--- src/rtl/iot_byte_packer.sv ---
// Packs a byte stream into wide words, first byte MSB. A word is presented on the edge that takes its last byte.
// Backpressure: one word in out, one more held in asm. busy stays high while asm holds a word.
module iot_byte_packer #(
  parameter int DATA_W      = 128,
  parameter int BYTE_W      = 8,
  parameter int ROUND_WORDS = 8
) (
  input  logic                           clk,
  input  logic                           rst,
  input  logic                           in_en,
  input  logic [BYTE_W-1:0]              iot_in,
  input  logic                           flush,
  output logic                           busy,
  output logic                           word_valid,
  input  logic                           word_ready,
  output logic [DATA_W-1:0]              word_data,
  output logic [$clog2(ROUND_WORDS)-1:0] word_idx,
  output logic                           round_last,
  output logic                           overrun
);

  localparam int IDX_W   = $clog2(ROUND_WORDS);
  localparam int BYTES   = DATA_W / BYTE_W;
  localparam int CNT_W   = $clog2(BYTES);
  localparam logic [CNT_W-1:0] CNT_LAST = CNT_W'(BYTES - 1);
  localparam logic [IDX_W-1:0] IDX_LAST = IDX_W'(ROUND_WORDS - 1);

  logic [DATA_W-1:0] asm_q;
  logic [CNT_W-1:0]  cnt_q;
  logic              asm_full_q;
  logic [IDX_W-1:0]  load_cnt_q;

  logic [DATA_W-1:0] asm_word;
  logic              accept;
  logic              complete;
  logic              hs;
  logic              load_from_asm;
  logic              load_new;
  logic              load;

  assign asm_word      = {asm_q[DATA_W-BYTE_W-1:0], iot_in};
  assign accept        = in_en & ~asm_full_q;
  assign complete      = accept & (cnt_q == CNT_LAST);
  assign hs            = word_valid & word_ready;
  // asm_full and complete are mutually exclusive, so at most one load source fires.
  assign load_from_asm = hs & asm_full_q;
  assign load_new      = complete & (~word_valid | hs);
  assign load          = load_from_asm | load_new;

  assign busy       = asm_full_q;
  assign round_last = word_valid & (word_idx == IDX_LAST);

  always_ff @(posedge clk or negedge rst) begin
    if (!rst) begin
      asm_q      <= '0;
      cnt_q      <= '0;
      asm_full_q <= 1'b0;
      load_cnt_q <= '0;
      word_valid <= 1'b0;
      word_data  <= '0;
      word_idx   <= '0;
      overrun    <= 1'b0;
    end else begin
      // A byte offered while asm is full is lost, even on a flush edge.
      if (in_en && asm_full_q) begin
        overrun <= 1'b1;
      end
      if (flush) begin
        cnt_q      <= '0;
        asm_full_q <= 1'b0;
        load_cnt_q <= '0;
        word_valid <= 1'b0;
        word_idx   <= '0;
      end else begin
        if (accept) begin
          asm_q <= asm_word;
          cnt_q <= cnt_q + 1'b1;
        end
        if (load_from_asm) begin
          word_data  <= asm_q;
          asm_full_q <= 1'b0;
        end else if (load_new) begin
          word_data <= asm_word;
        end else if (hs) begin
          word_valid <= 1'b0;
        end
        if (complete && !load_new) begin
          asm_full_q <= 1'b1;
        end
        if (load) begin
          word_valid <= 1'b1;
          word_idx   <= load_cnt_q;
          load_cnt_q <= (load_cnt_q == IDX_LAST) ? '0 : load_cnt_q + 1'b1;
        end
      end
    end
  end

endmodule

--- config.mk ---
export PLATFORM = sky130hd
export DESIGN_NAME = iot_byte_packer
export DESIGN_NICKNAME = d
export VERILOG_FILES = /design/src/rtl/iot_byte_packer.sv
export SDC_FILE = /design/constraint.sdc
export NUM_CORES = 1
export LEC_CHECK = 0
export BUFFER_PORTS_ARGS = -buffer_cell sky130_fd_sc_hd__clkbuf_2
export CAP_MARGIN = 20
export CORE_MARGIN = 5
export CORE_UTILIZATION = 50
export DETAILED_ROUTE_END_ITERATION = 16
export GPL_TIMING_DRIVEN = 0
export PLACE_DENSITY = 0.7
export SYNTH_ARGS = -nofsm -noshare
export SYNTH_HDL_FRONTEND = slang
export SYNTH_SLANG_ARGS = --single-unit
export TNS_END_PERCENT = 10
--- constraint.sdc ---
create_clock -name clk -period 2.25 [get_ports clk]
set_input_delay 0.5625 -clock clk [delete_from_list [all_inputs] [get_ports clk]]
set_output_delay 0.5625 -clock clk [all_outputs]
set_load 0.02 [all_outputs]
* Yosys cells after proc, flatten, opt, wreduce, memory -nomap -nowiden
Cells that the tools add are included.
** Word-level totals
- Register bits :: 269
- Input bits :: 13
- Logic and storage cells :: 54
** Cells by class
- Add/sub/neg operators :: 2
- Equal/unequal tests :: 5
- Multiplexer cells :: 17
- Bitwise gates (word level) :: 11
- Reduce and logical (&&, ||, !) cells :: 11
** Operator list (number)
- 2-to-1 mux 128 bit :: 2
- 2-to-1 mux 3 bit :: 5
- 2-to-1 mux 1 bit :: 8
- 2-to-1 mux 4 bit :: 2
- AND 1 bit :: 6
- equality test 3 bit (second input constant) :: 2
- != test 3 x 2 -> 1 bit (second input constant) :: 2
- nonzero test 2 bit :: 3
- nonzero test 3 bit :: 2
- adder 4 x 1 -> 4 bit (second input constant) :: 1
- equality test 4 bit (second input constant) :: 1
- AND reduction 2 bit :: 2
- adder 3 x 1 -> 3 bit (second input constant) :: 1
- NOT 1 bit :: 3
- AND reduction 3 bit :: 1
- logical AND 1 bit :: 2
- OR 1 bit :: 2
- logical NOT 1 bit :: 1

* Depth between registers and ports, before layout
- Word-level depth :: 8
- Depth in mapped cells :: 6
- Gate-level depth less buffers :: 4

* Worst setup path before layout
Ideal clock, no wire load.
- Path type :: register to register
- From :: register asm_full_q (netlist: busy)
- To :: register word_data[58]
- Setup time :: 125 ps
- Data arrival time :: 1799 ps
- Required time :: 2125 ps
- Slack :: 326 ps
- Stages on the path, launching flop included :: 6
- Path buffers :: 2
- Period minus slack after synthesis :: 1924 ps
- Cell sequence :: dfrtp_1 > nand3b_4 > a2111oi_4 > buf_4 > buf_12 > mux2_2
** On the way
- Cells in the longest elaborated chain, start to end :: 6
- Elaborated cells on any way between the ends :: 8
- Classes of those cells :: mux (1); bitwise (5); reduce/logical (2)
** Ends and longest elaborated chain
- from (decl) :: RTL line 30 : logic asm_full_q;
- from (signal assigned) :: RTL line 57 : asm_full_q <= 1'b0;
- from (signal assigned) :: RTL line 70 : asm_full_q <= 1'b0;
- from (signal assigned) :: RTL line 81 : asm_full_q <= 1'b0;
- NOT 1 bit :: RTL line 42 : assign accept = in_en & ~asm_full_q;
- AND 1 bit :: RTL line 42
- AND 1 bit :: RTL line 43 : assign complete = accept & (cnt_q == CNT_LAST);
- AND 1 bit :: RTL line 47 : assign load_new = complete & (~word_valid | hs);
- nonzero test 2 bit (no line)
- AND reduction 2 bit (no line)
- to (signal assigned) :: RTL line 80 : word_data <= asm_q;
- to (signal assigned) :: RTL line 83 : word_data <= asm_word;
- to (decl) :: RTL line 16 : output logic [DATA_W-1:0] word_data,
Several ways; a longest one is shown, not always the timed one.
A chain may end at the register's enable or synchronous reset.

* Worst setup path in the final report
- From :: register cnt_q[0]
- To :: register word_data[56]
** On the way
- Cells in the longest elaborated chain, start to end :: 5
** Ends and longest elaborated chain
- from (decl) :: RTL line 29 : logic [CNT_W-1:0] cnt_q;
- from (signal assigned) :: RTL line 77 : cnt_q <= cnt_q + 1'b1;
- equality test 4 bit :: RTL line 43
- AND 1 bit :: RTL line 43
- AND 1 bit :: RTL line 47
- nonzero test 2 bit (no line)
- AND reduction 2 bit (no line)
Every way passes these cells.

==> flow_summary.toml <==
[worst_setup_path]
cp_common_cell = "buf_6"
required_ps = 2650
cpMaxStageDelayCell = "a2111oi_4"
critPathMaxStageDelay_ps = 400
rrSetupSlack_ps = 180
critPathMaxFanout = 10
crit_chain = "ha_1, nand3b_4, a2111oi_4, buf_6, buf_6, mux2_2"
cp-start-kind = "flop"
critPathKind = "flop to flop"
crit_arrival_ps = 2470
end_kind = "flop"

[synth]
ys_ff_latch = 269
synth_edf_count = 0
synthCells = 742
synth.distinct_cells = 28
synth_area_um2 = 11730
syn_area_per_cell_um2 = 15.81
synth_fp_nets = 758
synth-seq-area-share_pct = 57.37
async_flop_share_pct = 100.0
ys.flop_type = "dfrtp_1"
ys.warnings.count = 0

[global_route]
grt_pass1_vias = 6960
grt_max_degree = 108
grt_first_pass_wirelength_um = 38170
grtUsageTotal_pct = 17.78
grt-ovfl-total = 0
antenna_found_initial = 0

[sta]
worst_pin_slew_ps = 738.7
final.setup.tns_ps = 0
hold_ws_ps = 282.6
worst_clock_skew_ps = 8.416
finalCritPeriodShare_pct = 91.87
setup_viol = 0
period_needed_ps = 2067
grt_setup_unrepaired = "false"
fmax_mhz = 483.8
hold_viol_final = 0
slew_violations = 0
max-slew-margin-rel_pct = 50.46

[clocking]
clock_sinks = 269
cts_tree = "yes"
clock_latency_ps = 530
cts-htree-levels = 1
root_buffer = "clkbuf_16"
clk_pin_slew_worst_paths_ps = 60
cts_made_buffers = 29
clockBufferDepth = 3

[drt]
finalWirelength_um = 23290
ant_nets = 0
dr.first_iter.drc_count = 295
wl_per_cell_um = 18.44
first_pass_iters = 4
vias = 6541
drcViolationCount = 0
vias_per_cell = 5.179

[place]
port_buffers = 147
place_congestion = 0.7837
dp_hpwl_um = 15730
dpl_cell_area_um2 = 12930
place_inst = 1210

[floorplan]
ios = 148
core-area_um2 = 23260
rows = 56
design.die.area_um2 = 26630
die_w_um = 163.2
start_util_pct = 50.44
die_h_um = 163.2

[flow_run]
cap_viol_max_count = 0

[finish]
drive_above_1_share_pct = 66.10
instances_no_fill = 1263
syn2layout_area_growth_pct = 18.55
diodes = 0
final_area_um2 = 13910
final_nets = 939

[run_status]
status = "completed"

[power]
irDropWorstVdd_v = 0.0006159
power_density_nw_per_um2 = 984.7
cellLeakagePower_uw = 0.006901

[min_path]
min_path_type = "input port to flop"
## report_power, final
| part | leakage (uW) | total, uW | internal [uW] | switching, uW |
|---|---|---|---|---|
| clock network | 0.000479 | 4790 | 2920 | 1880 |
| logic | 0.00287 | 2120 | 1450 | 667 |
| registers | 0.00355 | 6790 | 5820 | 967 |
## flip-flops by register name, indices dropped and copies added (netlist names)
signal	count
load_cnt_q	3
busy	1
asm_q	128
word_data	128
word_idx	3
overrun	1
cnt_q	4
word_valid	1
## area by class of cell
cell class / instances / area (um2)
Buffer: 43 / 319.1
Timing Repair Buffer: 150 / 809.5
Inverter: 1 / 3.754
Clock buffer: 39 / 793.3
Sequential cell: 269 / 6731
Fill cell: 1892 / 9354
Clock inverter: 13 / 165.2
Tap cell: 319 / 399.1
Multi-Input combinational cell: 429 / 4687
## path summary, 6_finish.rpt
path,startpoint,endpoint,cells after the start
setup reg to reg,cnt_q[0],word_data[56],6
hold reg to reg,overrun,overrun,1
max in group asynchronous,rst,word_data[6],4
hold / removal,iot_in[3],asm_q[3],2
setup / recovery,cnt_q[0],word_data[56],6
min in group asynchronous,rst,word_data[120],2
## stage by stage
stage | utilization [%] | power (uW) | setup WS, ps
6_report | 59.79 | 13700 | 183.0
2_1_floorplan | - | 8212 | 326.1
3_3_place_gp | 55.31 | 8898 | -5165
5_1_grt | 59.79 | 14420 | 32.05
3_5_place_dp | 55.59 | 9021 | -271.2
4_1_cts | 59.76 | 13880 | 48.04
## synth_stat cells, drive strengths merged, types with 2 or more instances
cell    number  share of area, %
o21ai        2             0.085
buf         40               2.6
clkbuf       3             0.096
mux2       384                37
dfrtp      269                57
a21oi        2             0.085
nand3        2             0.085
xor2         2              0.15
mux2i        7              0.60
or3          2              0.11
nor2         4              0.13
nand2b       9              0.48
nand2        2             0.064
ha           3              0.32
## cells in the final DEF (no fill, tap or decap), drive strengths merged, types with 2 or more instances in the layout
cell | Yosys | final
a21oi | 2 | 2
buf | 40 | 40
bufinv | 0 | 4
clkbuf | 3 | 191
clkinv | 0 | 9
dfrtp | 269 | 269
ha | 3 | 3
mux2 | 384 | 384
mux2i | 7 | 7
nand2 | 2 | 2
nand2b | 9 | 9
nand3 | 2 | 2
nor2 | 4 | 4
o21ai | 2 | 2
or3 | 2 | 2
xor2 | 2 | 2
## worst max-delay path: cells and delay by family, from the launching register on
kind / cells / cell delay (ps)
adders and majority gates: 1 / 210
muxes: 1 / 350
and+or+nand+nor: 1 / 130
AOI/OAI and AO/OA: 1 / 400
buffers and inverters: 2 / 460
DFF: 1 / 390
## cells by family after synthesis
logic type / after synthesis / synth area share [%]
flops: 269 / 57.37
buf+inv: 44 / 2.698
compound gates: 10 / 0.7893
mux: 391 / 37.45
xor+xnor: 2 / 0.1493
simple gates: 23 / 1.216
fa+ha+maj: 3 / 0.3200
## metal layers
layer	share of wire, %	vias to the layer above	track usage [%]
li1	-	3047	-
met1	46	3338	25.78
met2	48	122	28.19
met3	4.2	34	3.154
met4	1.9	0	4.270
met5	0	-	0
## what timing repair did
item,CTS,global route
buffers inserted,0,0
endpoints found under the setup margin,100,120
hold buffers,1,0
resized for setup,1,3
pin swaps,0,0
endpoints found under the hold margin,10,0
Power figures use the tool's default switching activity.
